$ cat src/rtl/ex_muldiv_seq_if.sv
// ex_muldiv_seq_if
//   Bundle between the EX stage and the multi-cycle RV32M multiply/divide
//   sequencer.
//   master : pipeline side. Drives start/funct3/op_a/op_b/kill and receives
//            busy/stall_req/done/result.
//   slave  : sequencer side, with the opposite directions.
//   Signals:
//     start     valid M-extension op in EX
//     funct3    RV32M operation select
//     op_a/op_b forwarded rs1/rs2 values
//     kill      flush from branch/jump resolution
//     busy      op in flight
//     stall_req hold IF/ID/EX (combinational)
//     done      one-cycle result-valid pulse
//     result    result value, held between ops
interface ex_muldiv_seq_if #(
  parameter int WIDTH = 32
);
  logic             start;
  logic [2:0]       funct3;
  logic [WIDTH-1:0] op_a;
  logic [WIDTH-1:0] op_b;
  logic             kill;
  logic             busy;
  logic             stall_req;
  logic             done;
  logic [WIDTH-1:0] result;

  modport master (
    output start, funct3, op_a, op_b, kill,
    input  busy, stall_req, done, result
  );

  modport slave (
    input  start, funct3, op_a, op_b, kill,
    output busy, stall_req, done, result
  );
endinterface

$ cat src/rtl/ex_muldiv_seq.sv
// ex_muldiv_seq
//   Multi-cycle RV32M multiply/divide sequencer sitting beside the EX-stage
//   ALU. One op is accepted in IDLE. It then iterates a shift-add multiplier
//   or a restoring divider for WIDTH cycles in BUSY. The signed result is
//   registered on entry to DONE, where done pulses for one cycle.
//   Divide-by-zero and signed overflow go straight from IDLE to DONE.
//   Ports:
//     clk   rising-edge clock
//     rst   asynchronous, active-low reset
//     bus   ex_muldiv_seq_if.slave: start, funct3, op_a, op_b, kill in;
//           busy, stall_req, done, result out
//   Build option:
//     MULDIV_FAST_MUL_EN  when defined, MUL* use a single-cycle '*' and go
//                         IDLE -> DONE. Divide stays iterative in both builds.
module ex_muldiv_seq #(
  parameter int WIDTH = 32
) (
  input  logic           clk,
  input  logic           rst,
  ex_muldiv_seq_if.slave bus
);
  localparam int CNT_W = $clog2(WIDTH) + 1;

  typedef enum logic [1:0] {
    IDLE = 2'd0,
    BUSY = 2'd1,
    DONE = 2'd2
  } state_t;

  state_t             state_reg, state_next;
  logic [CNT_W-1:0]   cnt_reg, cnt_next;
  logic [2:0]         f3_reg, f3_next;
  logic               neg_reg, neg_next;
  // Multiply: {partial product high, multiplier/low product}.
  // Divide:   {remainder, dividend shifting into quotient}.
  logic [2*WIDTH-1:0] acc_reg, acc_next;
  // Multiplicand magnitude for multiply, divisor magnitude for divide.
  logic [WIDTH-1:0]   opnd_reg, opnd_next;
  logic [WIDTH-1:0]   result_reg, result_next;
  logic               done_reg, done_next;

  // ---------------- accept-time decode ----------------
  logic             is_div, a_signed, b_signed, a_neg, b_neg, neg_in;
  logic             div_zero, div_ovf;
  logic [WIDTH-1:0] a_mag, b_mag;

  always_comb begin
    is_div   = bus.funct3[2];
    // Signed treatment of op_a: MULH, MULHSU, DIV, REM. Of op_b: MULH, DIV, REM.
    // MUL is taken as unsigned: its low half is sign-agnostic.
    a_signed = (bus.funct3 == 3'b001) || (bus.funct3 == 3'b010) ||
               (bus.funct3 == 3'b100) || (bus.funct3 == 3'b110);
    b_signed = (bus.funct3 == 3'b001) || (bus.funct3 == 3'b100) ||
               (bus.funct3 == 3'b110);
    a_neg    = a_signed && bus.op_a[WIDTH-1];
    b_neg    = b_signed && bus.op_b[WIDTH-1];
    a_mag    = a_neg ? -bus.op_a : bus.op_a;
    b_mag    = b_neg ? -bus.op_b : bus.op_b;
    // A single flag is enough: only one of quotient/remainder is returned.
    case (bus.funct3)
      3'b001:  neg_in = a_neg ^ b_neg;  // MULH
      3'b010:  neg_in = a_neg;          // MULHSU
      3'b100:  neg_in = a_neg ^ b_neg;  // DIV quotient
      3'b110:  neg_in = a_neg;          // REM follows dividend
      default: neg_in = 1'b0;
    endcase
    div_zero = is_div && (bus.op_b == '0);
    div_ovf  = is_div && !bus.funct3[0] &&
               (bus.op_a == {1'b1, {(WIDTH-1){1'b0}}}) && (bus.op_b == '1);
  end

`ifdef MULDIV_FAST_MUL_EN
  logic signed [WIDTH:0]     fast_a, fast_b;
  logic signed [2*WIDTH+1:0] fast_prod;
  logic [WIDTH-1:0]          fast_res;

  always_comb begin
    fast_a    = {a_signed && bus.op_a[WIDTH-1], bus.op_a};
    fast_b    = {b_signed && bus.op_b[WIDTH-1], bus.op_b};
    fast_prod = fast_a * fast_b;
    fast_res  = (bus.funct3 == 3'b000) ? fast_prod[WIDTH-1:0]
                                       : fast_prod[2*WIDTH-1:WIDTH];
  end
`endif

  // ---------------- one iteration ----------------
  logic [WIDTH:0]     add_sum, rem_sh, diff;
  logic [2*WIDTH-1:0] step_acc;

  always_comb begin
    add_sum = {1'b0, acc_reg[2*WIDTH-1:WIDTH]} + {1'b0, opnd_reg};
    rem_sh  = {acc_reg[2*WIDTH-1:WIDTH], acc_reg[WIDTH-1]};
    diff    = rem_sh - {1'b0, opnd_reg};
    if (f3_reg[2]) begin
      // Restoring step: keep the shifted remainder when the trial went negative.
      if (diff[WIDTH])
        step_acc = {rem_sh[WIDTH-1:0], acc_reg[WIDTH-2:0], 1'b0};
      else
        step_acc = {diff[WIDTH-1:0], acc_reg[WIDTH-2:0], 1'b1};
    end else begin
      // Shift-add step: add_sum carries one extra bit, absorbed by the shift.
      if (acc_reg[0])
        step_acc = {add_sum, acc_reg[WIDTH-1:1]};
      else
        step_acc = {1'b0, acc_reg[2*WIDTH-1:1]};
    end
  end

  // Sign fix and half/part select on the final accumulator.
  function automatic logic [WIDTH-1:0] finish_res(input logic [2:0] f3,
                                                  input logic neg,
                                                  input logic [2*WIDTH-1:0] acc);
    logic [2*WIDTH-1:0] prod;
    logic [WIDTH-1:0]   part;
    if (f3[2]) begin
      part = f3[1] ? acc[2*WIDTH-1:WIDTH] : acc[WIDTH-1:0];
      finish_res = neg ? -part : part;
    end else begin
      prod = neg ? -acc : acc;
      finish_res = (f3 == 3'b000) ? prod[WIDTH-1:0] : prod[2*WIDTH-1:WIDTH];
    end
  endfunction

  // ---------------- next state ----------------
  always_comb begin
    state_next  = state_reg;
    cnt_next    = cnt_reg;
    f3_next     = f3_reg;
    neg_next    = neg_reg;
    acc_next    = acc_reg;
    opnd_next   = opnd_reg;
    result_next = result_reg;
    done_next   = 1'b0;

    case (state_reg)
      IDLE: begin
        if (bus.start && !bus.kill) begin
          f3_next   = bus.funct3;
          neg_next  = neg_in;
          cnt_next  = CNT_W'(WIDTH);
          opnd_next = is_div ? b_mag : a_mag;
          acc_next  = {{WIDTH{1'b0}}, (is_div ? a_mag : b_mag)};
          if (div_zero) begin
            state_next  = DONE;
            done_next   = 1'b1;
            result_next = bus.funct3[1] ? bus.op_a : '1;
          end else if (div_ovf) begin
            state_next  = DONE;
            done_next   = 1'b1;
            result_next = bus.funct3[1] ? '0 : {1'b1, {(WIDTH-1){1'b0}}};
          end
`ifdef MULDIV_FAST_MUL_EN
          else if (!is_div) begin
            state_next  = DONE;
            done_next   = 1'b1;
            result_next = fast_res;
          end
`endif
          else begin
            state_next = BUSY;
          end
        end
      end
      BUSY: begin
        acc_next = step_acc;
        cnt_next = cnt_reg - 1'b1;
        // Result is registered on the last iteration so it is valid with done.
        if (cnt_reg == CNT_W'(1)) begin
          state_next  = DONE;
          done_next   = 1'b1;
          result_next = finish_res(f3_reg, neg_reg, step_acc);
        end
      end
      DONE:    state_next = IDLE;
      default: state_next = IDLE;
    endcase

    // Flush wins over everything: abandon the op and leave result alone.
    if (bus.kill) begin
      state_next  = IDLE;
      cnt_next    = '0;
      done_next   = 1'b0;
      result_next = result_reg;
    end
  end

  always_ff @(posedge clk or negedge rst) begin
    if (!rst) begin
      state_reg  <= IDLE;
      cnt_reg    <= '0;
      f3_reg     <= '0;
      neg_reg    <= 1'b0;
      acc_reg    <= '0;
      opnd_reg   <= '0;
      result_reg <= '0;
      done_reg   <= 1'b0;
    end else begin
      state_reg  <= state_next;
      cnt_reg    <= cnt_next;
      f3_reg     <= f3_next;
      neg_reg    <= neg_next;
      acc_reg    <= acc_next;
      opnd_reg   <= opnd_next;
      result_reg <= result_next;
      done_reg   <= done_next;
    end
  end

  assign bus.busy      = (state_reg == BUSY);
  assign bus.stall_req = ((state_reg == IDLE) && bus.start && !bus.kill) ||
                         (state_reg == BUSY);
  assign bus.done      = done_reg;
  assign bus.result    = result_reg;
endmodule
$ cat src/flat_wrapper.sv
// flat-port wrapper written by rule: the top's interface ports become plain ports
module ex_muldiv_seq_flat 
#(
  parameter int WIDTH = 32
)
  (clk, rst, bus_start, bus_funct3, bus_op_a, bus_op_b, bus_kill, bus_busy, bus_stall_req, bus_done, bus_result);
  ex_muldiv_seq_if #(.WIDTH(WIDTH)) bus_i ();
  input  logic clk;
  input  logic rst;
  input wire logic [$bits(bus_i.start)-1:0] bus_start;
  input wire logic [$bits(bus_i.funct3)-1:0] bus_funct3;
  input wire logic [$bits(bus_i.op_a)-1:0] bus_op_a;
  input wire logic [$bits(bus_i.op_b)-1:0] bus_op_b;
  input wire logic [$bits(bus_i.kill)-1:0] bus_kill;
  output wire logic [$bits(bus_i.busy)-1:0] bus_busy;
  output wire logic [$bits(bus_i.stall_req)-1:0] bus_stall_req;
  output wire logic [$bits(bus_i.done)-1:0] bus_done;
  output wire logic [$bits(bus_i.result)-1:0] bus_result;
  assign bus_i.start = bus_start;
  assign bus_i.funct3 = bus_funct3;
  assign bus_i.op_a = bus_op_a;
  assign bus_i.op_b = bus_op_b;
  assign bus_i.kill = bus_kill;
  assign bus_busy = bus_i.busy;
  assign bus_stall_req = bus_i.stall_req;
  assign bus_done = bus_i.done;
  assign bus_result = bus_i.result;
  ex_muldiv_seq #(.WIDTH(WIDTH)) u_core (.clk(clk), .rst(rst), .bus(bus_i));
endmodule
$ cat config.mk
export PLATFORM = sky130hd
export DESIGN_NAME = ex_muldiv_seq_flat
export DESIGN_NICKNAME = d
export VERILOG_FILES = /design/src/rtl/ex_muldiv_seq_if.sv /design/src/rtl/ex_muldiv_seq.sv /design/src/flat_wrapper.sv
export SDC_FILE = /design/constraint.sdc
export NUM_CORES = 1
export LEC_CHECK = 0
export CAP_MARGIN = 20
export CORE_MARGIN = 5
export CORE_UTILIZATION = 40
export DETAILED_ROUTE_END_ITERATION = 10
export GPL_TIMING_DRIVEN = 0
export HOLD_SLACK_MARGIN = 0.08
export PLACE_DENSITY_LB_ADDON = 0.05
export SYNTH_ARGS = -nofsm -noshare
export SYNTH_HDL_FRONTEND = slang
export SYNTH_SLANG_ARGS = --single-unit
$ cat constraint.sdc
create_clock -name clk -period 12.39 [get_ports clk]
set_input_delay 3.717 -clock clk [delete_from_list [all_inputs] [get_ports clk]]
set_output_delay 3.717 -clock clk [all_outputs]
set_load 0.01 [all_outputs]
# [Word level (Yosys, flattened, before mapping)]
# Index checks and enable logic that the tools add are counted.
[op_classes] addsub=7 n_eq_ne=13 muxes=37 n_bitwise=2 reduce_logical=29
[ops] cell="2-to-1 mux 32 bit" count=14
[ops] cell="2-to-1 mux 64 bit" count=5
[ops] cell="case mux 64 bit (2 select lines)" count=1
[ops] cell="negator 32 bit" count=3
[ops] cell="== test 32 bit (second input constant)" count=2
[ops] cell="negator 64 bit" count=1
[ops] cell="case mux 32 bit (2 select lines)" count=1
[ops] cell="adder 32 x 32 -> 33 bit" count=1
[ops] cell="subtractor 33 x 32 -> 33 bit" count=1
[ops] cell="zero test 32 bit" count=1
[ops] cell="2-to-1 mux 6 bit" count=2
[ops] cell="case mux 6 bit (2 select lines)" count=1
[ops] cell="2-to-1 mux 2 bit" count=5
[ops] cell="logical AND 1 bit" count=9
[ops] cell="AND reduction 2 bit" count=4
[ops] cell="== test 3 bit (second input constant)" count=2
[ops] cell="== test 6 x 1 -> 1 bit (second input constant)" count=1
[ops] cell="logical OR 1 bit" count=6
[ops] cell="inequality test 3 x 2 -> 1 bit (second input constant)" count=2
[ops] cell="subtractor 6 x 1 -> 6 bit (second input constant)" count=1
[ops] cell="2-to-1 mux 1 bit" count=5
[ops] cell="AND reduction 5 bit" count=1
[ops] cell="inequality test 2 x 1 -> 1 bit (second input constant)" count=2
[ops] cell="case mux 1 bit (2 select lines)" count=2
[ops] cell="other kinds (13)" count=15
[totals] reg_bits=141 inputBits=71 out_inout_bits=35

# [Longest topological paths before layout]
[depth] ltp_word=9 ltp_mapped=24 ltp_nobuf=22

# [Least setup slack after synthesis]
# No wires, ideal clock.
[synth_path] kind="input-to-output" from="in bus_kill" to="out bus_stall_req" t_arrival_ns=4.540 required_time_ns=8.673 path_slack_ns=4.133 stages=3 n_path_buf=0 path_cell_list="nor4_1 nor2_1 inv_1"
[synth_via] elab_chain_cells=3
[synth_rtl] item="start, declared" line_no="flat_wrapper.sv:14" source="input wire logic [$bits(bus_i.kill)-1:0] bus_kill;"
[synth_rtl] item="zero test 1 bit" line_no="ex_muldiv_seq.sv:210" source="assign bus.stall_req = ((state_reg == IDLE) && bus.start && !bus.kill) ||"
[synth_rtl] item="logical AND 1 bit" line_no="ex_muldiv_seq.sv:210"
[synth_rtl] item="logical OR 1 bit" line_no="ex_muldiv_seq.sv:210"
[synth_rtl] item="end, declared" line_no="flat_wrapper.sv:16" source="output wire logic [$bits(bus_i.stall_req)-1:0] bus_stall_req;"
# Every way passes these cells.

# [Worst setup path in the final report]
# Same ends and word-level chain as after synthesis.

==> flow_summary_export.csv <==
group,metric,value,unit
status,status,"finished, final reports clean",
pwr,p_leak,7.87,nW
final_layout,fin_cells,3241,
clock_network,post_cts_buffers,0,
timing,fin_setup_tns,0,ns
critical_path,path_max_fanout,9,
die,io-pin-count,106,
drt,final_antenna_net_count,0,
timing,fmax,99.8,MHz
final_layout,area_growth,13.6,%
timing,slew_violations,0,
drt,drc,0,
global_route,grt_antenna_before_repair,6,
timing,fin_crit,10.02,ns
final_layout,post-route-util,46.0,%
pwr,peakVddDrop,115,uV
clock_network,cts.path.max_buffers,2,
placement,dp_hpwl,85300,um
drt,vias,22200,
yosys,async_flop_share,100,%
drt,drtIter0Drc,3058,
clock_network,numCtsBuffers,17,
clock_network,cts_tree,"built",
hold_path,holdCritPathClass,"reg -> reg",
clock_network,insertion_delay,0.49,ns
yosys,syn_area_per_cell,7.16,um2
clock_network,cts_hold_buf,0,
critical_path,end_kind,"output port",
timing,rsz0062_at_grt,"false",
die,dieArea,49100,um2
yosys,synth_cells,2504,
pwr,power_density,287,nW/um2
placement,portBuffers,104,
placement,gp_congestion,1.13,
final_layout,drive_above_1_share,5.25,%
yosys,ys.warnings.count,0,
final_layout,nFillCells,4687,
timing,relSlewSlack,6.44,%
die,dieWidth,222,um
global_route,grt_pass1_vias,21000,
yosys,yosysSeqAreaShare,19.7,%
timing,hold_viol,0,
global_route,grt_util_all_layers,40.8,%
critical_path,start_kind,"input port",
global_route,grt_first_pass_wirelength,149000,um
run,maxCapViolCount,0,
die,num_rows,77,
yosys,synth-edff-count,0,
yosys,ys.flop_type,"dfrtp_1",
drt,dr.pass1.iters,6,
clock_network,path_clk_slew,0.08,ns
timing,worst_pin_slew,1.40,ns
drt,viasPerCell,6.86,
yosys,yosys_register_bits,141,
timing,post-route-period-util,80.9,%
drt,routed_wirelength,105000,um
clock_network,cts_resized,0,
placement,dp.cells,3206,
drt,wl_per_cell,32.3,um
die,fp.dieH,222,um
yosys,syn_area,17900,um2
final_layout,largest_reg_flops,64,
timing,fin_skew,0.0186,ns
die,start_util,40.4,%
critical_path,crit_required,8.67,ns
critical_path,worst_ep_arrival_time,6.31,ns
die,coreArea,44300,um2
yosys,synth_nets,2648,
critical_path,crit_type,"in -> out",
final_layout,fin_nets,2778,
yosys,synth_top_area_share,19.7,%
global_route,grt_max_degree,77,
clock_network,cts-htree-levels,4,
clock_network,clkSinkCount,141,
timing,finalSetupViolCount,0,
yosys,yosysTopAreaCell,"dfrtp_1",
clock_network,clockRootBuffer,"clkbuf_16",
yosys,synth.distinct_cells,105,
global_route,grt_overflow,0,
yosys,synthTopCellsByArea,"dfrtp_1 20%, a21oi_1 6.4%, o21ai_0 6.1%",
==> synthesized netlist by cell type (9+ instances only) <==
library cell / n
inv_1: 84
nor2_1: 232
o22ai_1: 13
and3_1: 26
o2111ai_1: 9
a211o_1: 9
buf_1: 22
clkbuf_1: 119
nand3_1: 65
and2_1: 24
o31ai_1: 40
nand2_1: 282
mux2_2: 21
mux2i_1: 53
o41ai_1: 11
nor4_1: 24
a22o_1: 18
or2_2: 12
o211ai_1: 39
or3_1: 30
a21oi_1: 229
buf_2: 23
a311oi_1: 10
xnor2_1: 90
xor2_1: 58
o21bai_1: 10
o21ai_0: 220
a22oi_1: 13
dfrtp_1: 141
nor3_1: 93
nand4_1: 30
a31oi_1: 39
nor2b_1: 20
o21a_1: 20
a221oi_1: 9
nand2b_1: 22
a211oi_1: 33
ha_1: 71
a21o_1: 30
o221ai_1: 24
==> final cells by class <==
| cell class | instances | area [um2] | area share, % |
|---|---|---|---|
| multi-input cells | 2112 | 13400 | 65.9 |
| flip-flops and latches | 141 | 3530 | 17.3 |
| repair buffers | 111 | 1110 | 5.44 |
| well taps | 592 | 741 | 3.64 |
| plain buffers | 165 | 652 | 3.20 |
| clock buffers | 18 | 439 | 2.16 |
| inverters | 86 | 323 | 1.58 |
| clock inverters | 14 | 145 | 0.713 |
| diodes | 2 | 5.00 | 0.0246 |
==> per-layer routing <==
metal | vias to the layer above | part of all wire [%] | global-route usage [%]
met5 | - | 0.017 | 0
met4 | 4 | 7.0 | 23.6
met3 | 375 | 13 | 14.5
met2 | 1569 | 42 | 61.2
met1 | 10700 | 38 | 50.6
li1 | 9640 | - | -
==> worst max-delay path: stages <==
cell and delay, ns:
clkdlybuf4s50_1 0.49, nor4_1 0.65, nor2_1 0.41, inv_1 0.41, clkdlybuf4s50_1 0.62
==> final timing paths <==
| check | depth (start not counted) | from | to | slack (ns) |
|---|---|---|---|---|
| max | 5 | bus_kill | bus_stall_req | 2.37 |
| min | 1 | u_core.bus.result[14] | u_core.bus.result[14] | 0.50 |
| max reg2reg | 24 | u_core.acc_reg[31] | u_core.bus.result[22] | 3.58 |
| min reg2reg | 1 | u_core.bus.result[14] | u_core.bus.result[14] | 0.50 |
| max in group asynchronous | 2 | rst | u_core.state_reg[0] | 8.27 |
| min in group asynchronous | 1 | rst | u_core.opnd_reg[7] | 3.25 |
==> placed cells by master (no fill, tap or decap), types with 39 or more instances in the layout <==
cell / count
o21ai_0: 220
xnor2_1: 90
inv_1: 84
dfrtp_1: 141
xor2_1: 58
nor3_1: 93
clkbuf_1: 119
mux2i_1: 53
nand2_1: 282
a21oi_1: 229
o211ai_1: 39
nand3_1: 65
a31oi_1: 39
clkdlybuf4s50_1: 103
o31ai_1: 40
ha_1: 71
nor2_1: 232
==> power by group <==
part,switching (mW),internal [mW]
combinational,3.07,1.37
sequential,0.255,0.605
clock,0.266,0.273
total,3.60,2.24
==> through the flow <==
step / setup WS, ns / cell area, um2 / hold WS (ns) / power [mW]
global route: 2.38 / 20400 / 0.526 / 6.02
floorplan: 4.13 / 17900 / 0.465 / 3.40
CTS: 2.45 / 20400 / 0.503 / 5.58
global placement: 1.44 / 19700 / 0.480 / 5.01
detailed placement: 2.46 / 19800 / 0.485 / 5.03
finish: 2.37 / 20400 / 0.498 / 5.84
==> logic make-up after synthesis <==
kind of cell / count (synthesis) / share of synthesized area [%]
AND/OR/NAND/NOR: 915 / 24.5
AO/OA/AOI/OAI: 899 / 33.4
buffers and inverters: 251 / 5.44
XOR/XNOR: 148 / 7.23
flip-flops: 141 / 19.7
multiplexers: 77 / 4.61
adder cells (fa/ha/maj): 73 / 5.18
(Power assumes the default switching activity.)
